--- config.mk ---
export PLATFORM = sky130hd
export DESIGN_NAME = next_pc_ctrl
export DESIGN_NICKNAME = d
export VERILOG_FILES = /design/src/rtl/next_pc_ctrl_pkg.sv /design/src/rtl/next_pc_ctrl_branch_cmp.sv /design/src/rtl/next_pc_ctrl.sv
export SDC_FILE = /design/constraint.sdc
export NUM_CORES = 1
export LEC_CHECK = 0
export ABC_CLOCK_PERIOD_IN_PS = 3000
export CAP_MARGIN = 20
export CORE_AREA = 2 2 133 135
export CTS_CLUSTER_DIAMETER = 40
export DETAILED_ROUTE_END_ITERATION = 12
export DIE_AREA = 0 0 135 137
export GPL_ROUTABILITY_DRIVEN = 0
export GPL_TIMING_DRIVEN = 0
export PLACE_DENSITY = 0.71
export SYNTH_ARGS = -nofsm -noshare
export SYNTH_HDL_FRONTEND = slang
export SYNTH_SLANG_ARGS = --single-unit
--- constraint.sdc ---
create_clock -name clk -period 3 [get_ports clk]
set_input_delay 0.6 -clock clk [delete_from_list [all_inputs] [get_ports clk]]
set_output_delay 0.6 -clock clk [all_outputs]
set_load 0.03 [all_outputs]
--- src/rtl/next_pc_ctrl_pkg.sv ---
// Shared encodings and default addresses for the fetch next-PC controller.
// The branch type codes match the br_type_i field decoded in the D stage.
package next_pc_ctrl_pkg;

   typedef enum logic [2:0] {
      BR_BEQ  = 3'd0,
      BR_BNE  = 3'd1,
      BR_BLEZ = 3'd2,
      BR_BGTZ = 3'd3,
      BR_BLTZ = 3'd4,
      BR_BGEZ = 3'd5,
      BR_J    = 3'd6,
      BR_JR   = 3'd7
   } br_type_e;

   typedef enum logic {
      ST_RUN  = 1'b0,
      ST_PEND = 1'b1
   } pc_state_e;

   localparam logic [31:0] DEF_RESET_PC = 32'h0000_3000;
   localparam logic [31:0] DEF_EXC_PC   = 32'h0000_4180;

endpackage

--- src/rtl/next_pc_ctrl_branch_cmp.sv ---
// Combinational branch resolution: taken decision on forwarded operands plus
// target address generation for PC-relative branches, J and JR.
module branch_cmp
   import next_pc_ctrl_pkg::*;
#(
   parameter int unsigned WIDTH = 32
) (
   input  logic             i_valid,
   input  logic [2:0]       i_type,
   input  logic [WIDTH-1:0] i_rs,
   input  logic [WIDTH-1:0] i_rt,
   input  logic [25:0]      i_imm26,
   input  logic [WIDTH-1:0] i_pc4,
   output logic             o_taken,
   output logic [WIDTH-1:0] o_target
);

   br_type_e         w_type;
   logic             w_rs_neg;
   logic             w_rs_zero;
   logic [WIDTH-1:0] w_br_off;
   logic [WIDTH-1:0] w_br_tgt;
   logic [WIDTH-1:0] w_j_tgt;

   assign w_type    = br_type_e'(i_type);
   assign w_rs_neg  = i_rs[WIDTH-1];
   assign w_rs_zero = (i_rs == '0);

   // Word offset, sign-extended from the low 16 bits of the instruction index.
   assign w_br_off  = {{(WIDTH-18){i_imm26[15]}}, i_imm26[15:0], 2'b00};
   assign w_br_tgt  = i_pc4 + w_br_off;
   assign w_j_tgt   = {i_pc4[WIDTH-1:28], i_imm26, 2'b00};

   always_comb begin
      o_taken  = 1'b0;
      o_target = w_br_tgt;
      case (w_type)
         BR_BEQ:  o_taken = (i_rs == i_rt);
         BR_BNE:  o_taken = (i_rs != i_rt);
         BR_BLEZ: o_taken = w_rs_neg | w_rs_zero;
         BR_BGTZ: o_taken = ~w_rs_neg & ~w_rs_zero;
         BR_BLTZ: o_taken = w_rs_neg;
         BR_BGEZ: o_taken = ~w_rs_neg;
         BR_J: begin
            o_taken  = 1'b1;
            o_target = w_j_tgt;
         end
         BR_JR: begin
            o_taken  = 1'b1;
            o_target = i_rs;
         end
         default: o_taken = 1'b0;
      endcase
      if (!i_valid) begin
         o_taken = 1'b0;
      end
   end

endmodule

--- src/rtl/next_pc_ctrl.sv ---
// Fetch PC register and RUN/PEND controller. A transfer resolved while fetch
// is stalled is parked in r_pend_tgt and applied on the first unstalled edge.
module next_pc_ctrl
   import next_pc_ctrl_pkg::*;
#(
   parameter int unsigned      WIDTH    = 32,
   parameter logic [WIDTH-1:0] RESET_PC = WIDTH'(DEF_RESET_PC),
   parameter logic [WIDTH-1:0] EXC_PC   = WIDTH'(DEF_EXC_PC)
) (
   input  logic             clk,
   input  logic             reset,
   input  logic             stall_i,
   input  logic             br_valid_i,
   input  logic [2:0]       br_type_i,
   input  logic [WIDTH-1:0] rs_i,
   input  logic [WIDTH-1:0] rt_i,
   input  logic [25:0]      imm26_i,
   input  logic [WIDTH-1:0] pc4_d_i,
   input  logic             exc_req_i,
   input  logic             eret_req_i,
   input  logic [WIDTH-1:0] epc_i,
   output logic [WIDTH-1:0] pc_o,
   output logic [WIDTH-1:0] pc4_o,
   output logic             redirect_o,
   output logic             flush_o,
   output logic             pend_o,
   output logic             misalign_o
);

   pc_state_e        r_state;
   pc_state_e        w_state_nxt;
   logic [WIDTH-1:0] r_pc;
   logic [WIDTH-1:0] w_pc_nxt;
   logic [WIDTH-1:0] r_pend_tgt;
   logic [WIDTH-1:0] w_pend_tgt_nxt;
   logic             r_flush;
   logic             w_flush_nxt;
   logic             w_taken;
   logic [WIDTH-1:0] w_target;
   logic             w_taken_run;
   logic [WIDTH-1:0] w_pc_plus4;

   branch_cmp #(.WIDTH(WIDTH)) u_branch_cmp (
      .i_valid  (br_valid_i),
      .i_type   (br_type_i),
      .i_rs     (rs_i),
      .i_rt     (rt_i),
      .i_imm26  (imm26_i),
      .i_pc4    (pc4_d_i),
      .o_taken  (w_taken),
      .o_target (w_target)
   );

   // The comparator result only counts in RUN; PEND ignores the D stage.
   assign w_taken_run = w_taken && (r_state == ST_RUN);
   assign w_pc_plus4  = r_pc + WIDTH'(4);

   always_comb begin
      w_state_nxt    = r_state;
      w_pc_nxt       = r_pc;
      w_pend_tgt_nxt = r_pend_tgt;
      w_flush_nxt    = 1'b0;
      if (exc_req_i) begin
         w_pc_nxt    = EXC_PC;
         w_state_nxt = ST_RUN;
         w_flush_nxt = 1'b1;
      end else if (eret_req_i) begin
         w_pc_nxt    = epc_i;
         w_state_nxt = ST_RUN;
         w_flush_nxt = 1'b1;
      end else if (stall_i) begin
         if (w_taken_run) begin
            w_pend_tgt_nxt = w_target;
            w_state_nxt    = ST_PEND;
         end
      end else if (r_state == ST_PEND) begin
         w_pc_nxt    = r_pend_tgt;
         w_state_nxt = ST_RUN;
      end else if (w_taken_run) begin
         w_pc_nxt = w_target;
      end else begin
         w_pc_nxt = w_pc_plus4;
      end
   end

   always_ff @(posedge clk or posedge reset) begin
      if (reset) begin
         r_state    <= ST_RUN;
         r_pc       <= RESET_PC;
         r_pend_tgt <= '0;
         r_flush    <= 1'b0;
      end else begin
         r_state    <= w_state_nxt;
         r_pc       <= w_pc_nxt;
         r_pend_tgt <= w_pend_tgt_nxt;
         r_flush    <= w_flush_nxt;
      end
   end

   assign pc_o       = r_pc;
   assign pc4_o      = w_pc_plus4;
   assign redirect_o = w_taken_run;
   assign flush_o    = r_flush;
   assign pend_o     = (r_state == ST_PEND);
   assign misalign_o = |r_pc[1:0];

endmodule

==> flow_summary.toml <==
[pwr]
power_density_nw_per_um2 = 395
ir_worst_vdd_mv = 0.313
post-layout-total-power_mw = 4.15
p_leak_nw = 4.75

[cts]
clock_latency_ns = 0.34
cts_tree = "built"
cts_buffers = 9
clk_path_buf_depth = 2
cts-root-buf = "clkbuf_16"
clock-sinks = 66
path_clk_slew_ns = 0.05
htreeDepth = 3
cts_hold_buffers = 0

[logic_synthesis]
synthesis.area_um2 = 6670
ys_ff_latch = 66
synth_area_leaders = "dfrtp_1 24%, a21oi_1 6.4%, xor2_1 6.2%"
syn_area_per_cell_um2 = 7.87
synth.distinct_cells = 69
synth_edf_count = 0
async_flop_share_pct = 100
synth_nets = 1041
synth_ff_type = "dfrtp_1"
ys_seq_area_share_pct = 24.8
synthCells = 847
synth_area_leader_cell = "dfrtp_1"
synth_top_area_share_pct = 24.0
yosysMostFrequentCell = "nand2_1"
synthTopCellsByCount = "92 x nand2_1, 85 x a21oi_1, 64 x dfrtp_1, 62 x nor2_1, 58 x o21ai_0"
ys_warn_count = 0

[setup_path]
critPathRequiredTime_ns = 2.40
r2r_cells = 10
end_kind = "output port"
startpoint_type = "input pin"
path_max_fanout = 3
rrSetupSlack_ns = 0.33
reg2reg_from = "pc_o[13]$_DFFE_PP1P_"
r2r_end = "pc_o[24]$_DFFE_PP0P_"
cp.arrival_ns = 2.53
crit_type = "input pin to output port"
startpoint = "rs_i[4]"

[hold_path]
whs_path_depth = 2
hold_class = "flop to flop"
holdPathEnd = "r_pend_tgt[6]$_DFFE_PP0P_"
hold_path_startpoint = "r_pend_tgt[6]$_DFFE_PP0P_"

[drt]
drtIter0Drc = 811
num_vias = 7941
detail_route.wl_per_cell_um = 21.2
wl_um = 28600
drc = 0
antenna_left = 0
via_per_inst = 5.90
drt_first_pass_iters = 5

[global_route]
antenna_found_initial = 0
grtUsageTotal_pct = 29.3
grt_max_degree = 67
global_route.usage.met2_pct = 48.8
grt_pass1_wl_um = 41500
grt_use_met3_pct = 5.26
overflow = 0
grt_pass1_vias = 7587
top_usage_layer = "met2"
met1_usage_pct = 37.2

[floorplanning]
rows = 48
pin_count = 231
dieArea_um2 = 18500
die_x_um = 135
coreArea_um2 = 17100
initial_utilization_pct = 39.1
die_height_um = 137

[timing]
fin_tns_setup_ns = -0.147
fin_skew_ns = 0.00539
tightest_slew_ns = 0.852
relSlewSlack_pct = 43.2
fin_crit_ns = 3.13
max_freq_mhz = 320
hold_violations = 0
finalWorstSetupSlack_ns = -0.128
setup_viol = 3
min_period_over_period_pct = 104
holdWs_ns = 0.475
rsz0062_at_grt = "yes"
slew_viol_final = 0

[flow_run]
maxCapViolCount = 0

[placement]
port_buffers = 227
place_hpwl_um = 21700

[cells_and_area]
areaGrowthSynthToFinish_pct = 57.6
antenna_cells = 0
drive_gt1_share_pct = 20.4
utilization_pct = 61.6
nets = 1309

[outcome]
status = "finished, violations left"
violations = "setup timing"
==> layout by cell type (no fill, tap or decap), types with 19 or more instances in the layout <==
cell | Yosys | routed
and3_1 | 19 | 19
mux2i_1 | 39 | 36
buf_4 | 3 | 43
clkbuf_1 | 37 | 27
nor3_1 | 20 | 19
xor2_1 | 47 | 43
dlygate4sd2_1 | 0 | 31
dlymetal6s2s_1 | 0 | 44
nand2_1 | 92 | 89
xnor2_1 | 39 | 30
clkdlybuf4s50_1 | 0 | 120
o21ai_0 | 58 | 49
inv_1 | 24 | 21
dfrtp_1 | 64 | 59
nor2_1 | 62 | 61
a21oi_1 | 85 | 72
==> layer usage <==
layer	up-vias	wire (um)
met1	3699	11300
met5	-	0
met3	101	2690
met2	525	13400
met4	0	1250
li1	3616	-
==> logic make-up after synthesis <==
logic type | count (synthesis) | share of synthesized area (%)
multiplexers | 56 | 8.73
XOR/XNOR | 86 | 11.3
flip-flops | 66 | 24.8
buffers and inverters | 74 | 4.67
AND/OR/NAND/NOR | 280 | 20.4
AO/OA/AOI/OAI | 254 | 24.2
adder cells (fa/ha/maj) | 31 | 5.93
==> metrics by stage <==
step	setup slack, ns	instance area (um^2)	std cells
finish	-0.128	10500	1345
global route	-0.177	10500	1345
CTS	-0.261	9940	1329
detailed placement	-1.41	9230	1300
global placement	-1.40	9220	1299
floorplan	0.0974	6670	847
==> registers in the layout (all words and copies together) (netlist names) <==
register	flops
r_pend_tgt	32
pc_o	32
pend_o	1
flush_o	1
==> worst max path at each step <==
stage                             to  slack [ns]  cells past startpoint
after floorplan            pc4_o[24]         0.1                      6
after global placement    redirect_o       -1.40                     10
after detailed placement  redirect_o       -1.41                     10
after CTS                 redirect_o       -0.26                     10
after global routing      redirect_o       -0.18                     10
final                     redirect_o       -0.13                     10
==> critical path, stage by stage <==
cell,delay [ns]
dlygate4sd2_1,0.32
nor4_1,0.29
nand4_1,0.14
o21bai_2,0.21
xnor2_1,0.09
a31oi_1,0.23
a21boi_4,0.25
nand2_2,0.11
inv_2,0.13
buf_6,0.14
==> where the power goes <==
group	total, mW	internal, mW	switching (mW)
logic	1.83	0.830	0.996
registers	1.21	1.07	0.137
clock network	1.12	0.735	0.387
==> layout make-up <==
class                      count  area, um^2
fill                        1485        6550
buffer                        41         209
clock buffer                  15         288
sequential                    66        1660
tap                          225         282
multi-input combinational    707        5380
inverter                      24        92.6
clock inverter                 1        30.0
timing repair buffer         266        2560
==> what timing repair did <==
| action | CTS | global route |
|---|---|---|
| setup buffers | 21 | 19 |
| resized for setup | 195 | 157 |
| endpoints found under the hold margin | 0 | 0 |
| setup endpoints to repair | 89 | 83 |
| pin swaps | 42 | 62 |
No activity file was read; power rests on OpenSTA's default activity.
